<file path="src/rtl/alu_sequencer_if.sv">
// ALU operand/select bus between the sequencer and a combinational ALU.
// The sequencer is the master: it drives operands and reads the result.
interface alu_sequencer_if;
  logic [3:0] alu_a;
  logic [3:0] alu_b;
  logic [1:0] alu_sel;
  logic [3:0] alu_result;

  modport master (
    output alu_a,
    output alu_b,
    output alu_sel,
    input  alu_result
  );

  modport slave (
    input  alu_a,
    input  alu_b,
    input  alu_sel,
    output alu_result
  );
endinterface

</file>
<file path="src/rtl/alu_sequencer.sv">
// Debounced-key front end that issues ops to a 4-bit ALU and
// accumulates the result, which feeds back as the next operand A.
module alu_sequencer #(
  parameter int SETTLE_CYCLES = 2,
  parameter int DEBOUNCE_BITS = 16
) (
  input  logic                  clk,
  input  logic                  rst_n,
  input  logic                  key_n,
  input  logic [9:0]            sw,
  alu_sequencer_if.master       alu,
  output logic [9:0]            led,
  output logic                  done
);

  localparam logic [1:0] S_IDLE    = 2'd0;
  localparam logic [1:0] S_ISSUE   = 2'd1;
  localparam logic [1:0] S_SETTLE  = 2'd2;
  localparam logic [1:0] S_CAPTURE = 2'd3;

  localparam int SC_W =
    (SETTLE_CYCLES > 1) ? $clog2(SETTLE_CYCLES) : 1;
  localparam logic [SC_W-1:0] SC_LAST =
    SC_W'((SETTLE_CYCLES > 0) ? SETTLE_CYCLES - 1 : 0);

  logic                     sync1_q, sync2_q;
  logic                     deb_q, deb_d;
  logic                     deb_prev_q;
  logic [DEBOUNCE_BITS-1:0] dcnt_q, dcnt_d;
  logic                     press_w;

  logic [1:0]      state_q, state_d;
  logic [SC_W-1:0] st_q, st_d;
  logic [3:0]      acc_q, acc_d;
  logic [3:0]      cnt_q, cnt_d;
  logic [3:0]      a_q, a_d;
  logic [3:0]      b_q, b_d;
  logic [1:0]      sel_q, sel_d;
  logic            done_q, done_d;
  logic            busy_w;
  logic            unused_sw;

  assign unused_sw = ^sw[7:5];

  // Two-flop synchronizer for the asynchronous key (idles high).
  always_ff @(posedge clk) begin
    if (!rst_n) begin
      sync1_q <= 1'b1;
      sync2_q <= 1'b1;
    end else begin
      sync1_q <= key_n;
      sync2_q <= sync1_q;
    end
  end

  // Level follows the key only after 2^DEBOUNCE_BITS stable cycles.
  always_comb begin
    deb_d  = deb_q;
    dcnt_d = '0;
    if (sync2_q != deb_q) begin
      if (dcnt_q == '1) begin
        deb_d = sync2_q;
      end else begin
        dcnt_d = dcnt_q + 1'b1;
      end
    end
  end

  // Debounced level, its previous value and the stability counter.
  always_ff @(posedge clk) begin
    if (!rst_n) begin
      deb_q      <= 1'b1;
      deb_prev_q <= 1'b1;
      dcnt_q     <= '0;
    end else begin
      deb_q      <= deb_d;
      deb_prev_q <= deb_q;
      dcnt_q     <= dcnt_d;
    end
  end

  assign press_w = deb_prev_q & ~deb_q;
  assign busy_w  = (state_q != S_IDLE);

  // Sequencer next-state: load, issue, settle and capture.
  always_comb begin
    state_d = state_q;
    st_d    = st_q;
    acc_d   = acc_q;
    cnt_d   = cnt_q;
    a_d     = a_q;
    b_d     = b_q;
    sel_d   = sel_q;
    done_d  = 1'b0;
    unique case (state_q)
      S_IDLE: begin
        if (press_w) begin
          if (sw[4]) begin
            acc_d  = sw[3:0];
            done_d = 1'b1;
          end else begin
            a_d     = acc_q;
            b_d     = sw[3:0];
            sel_d   = sw[9:8];
            state_d = S_ISSUE;
          end
        end
      end
      S_ISSUE: begin
        st_d    = '0;
        state_d = (SETTLE_CYCLES == 0) ? S_CAPTURE : S_SETTLE;
      end
      S_SETTLE: begin
        if (st_q == SC_LAST) begin
          state_d = S_CAPTURE;
        end else begin
          st_d = st_q + 1'b1;
        end
      end
      S_CAPTURE: begin
        acc_d   = alu.alu_result;
        cnt_d   = cnt_q + 1'b1;
        done_d  = 1'b1;
        state_d = S_IDLE;
      end
      default: state_d = S_IDLE;
    endcase
  end

  // Sequencer state and datapath registers.
  always_ff @(posedge clk) begin
    if (!rst_n) begin
      state_q <= S_IDLE;
      st_q    <= '0;
      acc_q   <= '0;
      cnt_q   <= '0;
      a_q     <= '0;
      b_q     <= '0;
      sel_q   <= '0;
      done_q  <= 1'b0;
    end else begin
      state_q <= state_d;
      st_q    <= st_d;
      acc_q   <= acc_d;
      cnt_q   <= cnt_d;
      a_q     <= a_d;
      b_q     <= b_d;
      sel_q   <= sel_d;
      done_q  <= done_d;
    end
  end

  assign alu.alu_a   = a_q;
  assign alu.alu_b   = b_q;
  assign alu.alu_sel = sel_q;
  assign done        = done_q;
  assign led         = {(acc_q == 4'd0), busy_w, cnt_q, acc_q};

endmodule
</file>
<file path="src/flat_wrapper.sv">
// flat-port wrapper written by rule: the top's interface ports become plain ports
module alu_sequencer_flat 
#(
  parameter int SETTLE_CYCLES = 2,
  parameter int DEBOUNCE_BITS = 16
)
  (clk, rst_n, key_n, sw, led, done, alu_alu_a, alu_alu_b, alu_alu_sel, alu_alu_result);
  alu_sequencer_if alu_i ();
  input  logic clk;
  input  logic rst_n;
  input  logic key_n;
  input  logic [9:0] sw;
  output logic [9:0] led;
  output logic done;
  output wire logic [$bits(alu_i.alu_a)-1:0] alu_alu_a;
  output wire logic [$bits(alu_i.alu_b)-1:0] alu_alu_b;
  output wire logic [$bits(alu_i.alu_sel)-1:0] alu_alu_sel;
  input wire logic [$bits(alu_i.alu_result)-1:0] alu_alu_result;
  assign alu_alu_a = alu_i.alu_a;
  assign alu_alu_b = alu_i.alu_b;
  assign alu_alu_sel = alu_i.alu_sel;
  assign alu_i.alu_result = alu_alu_result;
  alu_sequencer #(.SETTLE_CYCLES(SETTLE_CYCLES), .DEBOUNCE_BITS(DEBOUNCE_BITS)) u_core (.clk(clk), .rst_n(rst_n), .key_n(key_n), .sw(sw), .alu(alu_i), .led(led), .done(done));
endmodule
</file>
<file path="config.mk">
export PLATFORM = sky130hd
export DESIGN_NAME = alu_sequencer_flat
export DESIGN_NICKNAME = d
export VERILOG_FILES = /design/src/rtl/alu_sequencer_if.sv /design/src/rtl/alu_sequencer.sv /design/src/flat_wrapper.sv
export SDC_FILE = /design/constraint.sdc
export NUM_CORES = 1
export LEC_CHECK = 0
export BUFFER_PORTS_ARGS = -buffer_cell sky130_fd_sc_hd__buf_2
export CAP_MARGIN = 10
export CORE_UTILIZATION = 53
export CTS_CLUSTER_DIAMETER = 30
export DETAILED_ROUTE_END_ITERATION = 8
export PLACE_DENSITY = 0.78
export SLEW_MARGIN = 0
export SYNTH_ARGS = -nofsm -noshare
export SYNTH_HDL_FRONTEND = slang
export SYNTH_SLANG_ARGS = --single-unit
</file>
<file path="constraint.sdc">
create_clock -name clk -period 1.65 [get_ports clk]
set_input_delay 0.165 -clock clk [delete_from_list [all_inputs] [get_ports clk]]
set_output_delay 0.165 -clock clk [all_outputs]
set_load 0.01 [all_outputs]
</file>
=== Word-level counts from Yosys, hierarchy flattened ===
Cells that the tools add are included.

* Bits in registers: 42
* Output and inout bits: 21
* Input bits: 17
* Logic and storage cells: 52

* Mux-type cells: 12
* Bitwise gates (word level): 5
* Add/sub/neg operators: 3
* Reductions and logical operators: 10
* Equal/unequal tests: 9

{| class="wikitable"
|+ Operators with widths
! kind !! count
|-
| $add 16x1->16 const B || 1
|-
| $eq 16x16->1 const B || 1
|-
| $reduce_and 3->1 || 3
|-
| $mux 4 || 2
|-
| $pmux 2 s4 || 1
|-
| $pmux 4 s2 || 1
|-
| $mux 2 || 3
|-
| $reduce_bool 2->1 || 3
|-
| $add 4x1->4 const B || 1
|-
| $eq 2x2->1 const B || 2
|-
| $logic_not 4->1 || 1
|-
| $ne 2x1->1 const B || 2
|-
| $ne 2x2->1 const B || 2
|-
| $not 1->1 || 4
|-
| $pmux 1 s2 || 2
|-
| $mux 1 || 3
|-
| $reduce_or 3->1 || 1
|-
| $eq 2x1->1 const B || 1
|-
| $logic_not 2->1 || 1
|-
| $reduce_and 2->1 || 1
|-
| $add 1x1->1 const B || 1
|-
| $and 1x1->1 || 1
|-
| $ne 1x1->1 || 1
|}

=== Longest topological paths before layout ===
* Word-level depth: 4
* Gate-level depth with buffers: 6

=== Least setup slack after synthesis ===
OpenSTA, ideal clock, no wires.

* Path kind: reg2reg
* Start point: register u_core.state_q[0]
* End point: register u_core.acc_q[0]
* Stages on the path, launching flop included: 6
* Clock period less this slack: 1.440 ns
* Data arrival time: 1.355 ns
* Buffers on the path: 0
* Slack: 0.210 ns
* Data required time: 1.564 ns
* Cell sequence: dfxtp_1 -> inv_1 -> ha_1 -> a21oi_1 -> nor2_1 -> a211oi_1

* Word-level cells in the longest chain between the ends: 3
* Elaborated cells on any way between the ends: 7

{| class="wikitable"
|+ Ends and longest elaborated chain
! item !! RTL line !! source
|-
| start, declared || alu_sequencer.sv:32 || <nowiki>logic [1:0] state_q, state_d;</nowiki>
|-
| start signal, assigned || alu_sequencer.sv:142 || <nowiki>state_q <= state_d;</nowiki>
|-
| $logic_not 2->1 / $eq 2x2->1 (equally long branches) || alu_sequencer.sv:95 || <nowiki>unique case (state_q)</nowiki>
|-
| $ne 2x1->1 (no line), or another cell as far along || -- ||
|-
| $reduce_and 3->1 (no line) || -- ||
|-
| end signal, assigned || alu_sequencer.sv:135 || <nowiki>acc_q <= '0;</nowiki>
|-
| end signal, assigned || alu_sequencer.sv:144 || <nowiki>acc_q <= acc_d;</nowiki>
|-
| end, declared || alu_sequencer.sv:34 || <nowiki>logic [3:0] acc_q, acc_d;</nowiki>
|}

Several ways; a longest one is shown, not always the timed one.
A chain may end at the register's enable or synchronous reset.

=== Worst setup path in the final report ===
* Start point: register u_core.state_q[1]
* End point: register u_core.acc_q[3]

Same word-level chain as after synthesis.

==> metrics.md <==
| Metric | Value |
|---|---|
| Hold path depth | 2 |
| Non-Filler Instances | 281 |
| Tmin final | between 1 and 1.5 ns |
| RSZ-0062 raised after global routing | false |
| Min-delay src | rst_n |
| Clock root cell | clkbuf_4 |
| FF-to-FF setup slack | 0.18 ns |
| Setup Skew | 0.00968 ns |
| Crit path DAT | 1.74 ns |
| LEAKAGE | 0.000791 µW |
| Synth top area share | 46.8% |
| Final nets | 259 |
| Cells after synthesis | 195 |
| Setup CP Type | register to register |
| CTS Sinks | 42 |
| Die W | 60.2 µm |
| DRC viols | 0 |
| I/O pins | 38 |
| Grt ovf | 0 |
| Status | finished clean |
| Yosys Warn Count | 0 |
| VDD IR max | 819 µV |
| Die area | 3620 µm² |
| Clock Pin Slew Worst Setup and Hold Paths | 0.11 ns |
| Fin Setup TNS | 0 ns |
| Buf/Inv on CP | 2 |
| Share of total power in the clock network | 28.7% |
| R2R Path End | u_core.acc_q[3]$_SDFFE_PN0P_ |
| TritonCTS clock tree | built |
| Clock Path Buffers | 2 |
| CP max stage delay | 0.40 ns |
| Flop pwr share | 52.8% |
| Port Buffers | 34 |
| Area delta synth->final | 17.4% |
| Max Fanout on Critical Path | 8 |
| Global-route wire length before repair | 5.01 mm |
| Total number of vias | 1,412 |
| Vias in the first global route | 1,171 |
| Psw | a little under 600 µW |
| Worst EP required | approximately 1.9 ns |
| H-tree depth | 2 |
| Placed Cells | between 200 and 300 |
| Dpl hpwl | 2.22 mm |
| Total core area | 3130 µm² |
| Slowest cell on crit path | dfxtp_1 |
| Final setup viols | 0 |
| Antenna cells | 0 |
| Synth unique cells | 34 |
| DR WL/cell | 11.0 µm |
| Max_slew headroom | 69.2% |
| Hold crit path type | primary input to register |
| Int Power | between 1500 and 2000 µW |
| DR pass1 iterations | 4 |
| Worst slew pin tran | 0.462 ns |
| Endpoint class of the critical path | register |
| Syn_nets | 218 |
| Final GP Congestion | 0.758 |
| Post-route ant nets | 0 |
| Layout cell share with drive strength beyond 1 | 24.1% |
| Area contributors post-synth | dfxtp_1 47%, nor2_1 6.3%, xnor2_1 5.9% |
| Hold Violations, Final | 0 |
| Inserted Clock Buffers | 5 |
| Initial Util | 57.4% |
| Synth Register Bits | 42 |
| Average vias per placed instance | 5.02 |
| Worst R2R Path Depth | 6 |
| Slew Limit Fails | 0 |
| Post-CTS Setup Repair Bufs | 0 |
| Largest net degree at the start of global routing | 16 |
| F_max | 0.680 GHz |
| Register area share after synthesis | 46.8% |
| Skew-Pair Late Insertion Delay | approximately 0.35 ns |
| Critical path startpoint category | register |
| Post-Syn Area per Cell | 9.21 µm² |
| WL final | a little over 3 mm |
| Cell Pwr Density | 1010 nW/µm² |
| Mapped cell area | 1800 µm² |
| Max-Cap Viols | 0 |
| Chip Height | about 60 µm |
| Hold EP | u_core.sync2_q$_SDFF_PN1_ |
| Antenna violations before repair | 0 |
| Top delay family on crit path | flip-flops |
| DR iter-0 viols | 47 |
| Worst r2r src | u_core.state_q[1]$_SDFFE_PN0P_ |
| Ratio of final minimum period to clock period | between 80 and 90% |
| Switching Fraction | around 27% |
| Cell taking the most area after synthesis | dfxtp_1 |
| Combinational share of power | 18.5% |
| CP cell instances | inv_1, ha_1, a21oi_1, buf_4, nor2_1, a211oi_1 |
| Rows | 20 |
| GRT Overall Usage | 19.3% |
-- synthesized netlist by cell type, drive strengths merged --
master,n
dfxtp,42
nor2,31
nand2,26
a21oi,13
xnor2,12
inv,8
mux2i,7
ha,6
nand3,6
nor4,6
a211oi,5
xor2,5
nand4,4
nor3,4
buf,3
nand2b,3
a31oi,2
clkbuf,2
nand3b,2
nor2b,2
a31o,1
a41oi,1
nor3b,1
o21ai,1
or3,1
or3b,1
-- flip-flops by register name (all words and copies together) (netlist names) --
name and count:
u_core.acc_q 4, u_core.alu.alu_a 4, u_core.alu.alu_b 4, u_core.alu.alu_sel 2, u_core.cnt_q 4, u_core.dcnt_q 16, u_core.deb_prev_q 1, u_core.deb_q 1
u_core.done 1, u_core.st_q 1, u_core.state_q 2, u_core.sync1_q 1, u_core.sync2_q 1
-- layer usage --
layer	share of wire, %	track usage, %	up-vias	wire (µm)
li1	-	-	739	-
met1	50	23.9	643	1550
met2	44	29.7	25	1360
met3	3.9	6.71	5	120
met4	1.9	9.30	0	59
met5	0	0	-	0
-- through the flow --
stage          util (%)  hold WS (ns)  power (µW)  setup slack (ns)  area [µm²]
6_report           67.4        0.0296        2120             0.180        2110
5_1_grt            67.4       0.00395        2250            0.0377        2110
4_1_cts            67.4        0.0138        2140             0.161        2110
3_5_place_dp       64.6         0.357        1540             0.201        2020
3_3_place_gp       64.6         0.348        1530             0.225        2020
2_1_floorplan         -         0.238        1400             0.210        1800
-- power groups by stage --
stage	clock [µW]	combinational [µW]	sequential, µW
2_1_floorplan	0	249	1150
3_3_place_gp	0	388	1140
3_5_place_dp	0	394	1140
4_1_cts	626	396	1120
5_1_grt	674	448	1130
6_report	608	393	1120
-- worst max path at each step --
stage                                   start                            to  slack [ns]  cells after the start
2_1_floorplan  u_core.state_q[0]$_SDFFE_PN0P_  u_core.acc_q[0]$_SDFFE_PN0P_        0.21                      5
3_3_place_gp      u_core.dcnt_q[0]$_SDFF_PP0_  u_core.dcnt_q[15]$_SDFF_PP0_        0.22                      5
3_5_place_dp   u_core.state_q[1]$_SDFFE_PN0P_  u_core.acc_q[3]$_SDFFE_PN0P_        0.20                      6
4_1_cts        u_core.state_q[1]$_SDFFE_PN0P_                        led[8]        0.16                      4
5_1_grt        u_core.state_q[0]$_SDFFE_PN0P_  u_core.acc_q[3]$_SDFFE_PN0P_        0.04                      6
6_report       u_core.state_q[1]$_SDFFE_PN0P_  u_core.acc_q[3]$_SDFFE_PN0P_        0.18                      6
-- what timing repair did --
action                                 CTS  global route
hold buffers                             1             0
gates resized for setup                  0             0
endpoints found under the hold margin    1             0
-- cell type report --
cell class                      instances  area (µm²)
Clock buffer                            8        78.8
Fill cell                             269        1020
Inverter                                8        30.0
Multi-Input combinational cell        140         893
Sequential cell                        42         841
Tap cell                               44        55.1
Timing Repair Buffer                   39         210
-- placed cells by master (no fill, tap or decap), types with 2 or more instances in the layout --
master / instances
inv_1: 8
mux2i_1: 7
a211oi_1: 5
dfxtp_1: 42
nand3_1: 2
nand4_1: 4
nor2_1: 30
xor2_1: 5
nand2_1: 26
buf_4: 4
nor4_1: 5
nand2b_1: 3
a31oi_1: 2
nor2b_1: 2
nand3b_1: 2
nand3_2: 3
a21oi_1: 12
ha_1: 6
clkbuf_8: 3
buf_2: 34
xnor2_1: 12
nor3_1: 3
clkbuf_4: 5
-- cells by family after synthesis --
logic type	Yosys count	share of synthesized area, %
adder cells (fa/ha/maj)	6	4.18
XOR/XNOR	17	8.29
multiplexers	7	3.90
flip-flops	42	46.8
buffers and inverters	13	3.41
AND/OR/NAND/NOR	87	25.0
AO/OA/AOI/OAI	23	8.36
-- worst register-to-register path: cells and delay by family (launching register included) --
family | cells | cell delay (ns)
buf+inv | 2 | 0.25
flops | 1 | 0.40
fa+ha+maj | 1 | 0.34
compound gates | 2 | 0.36
simple gates | 1 | 0.04
Power figures use the tool's default switching activity.
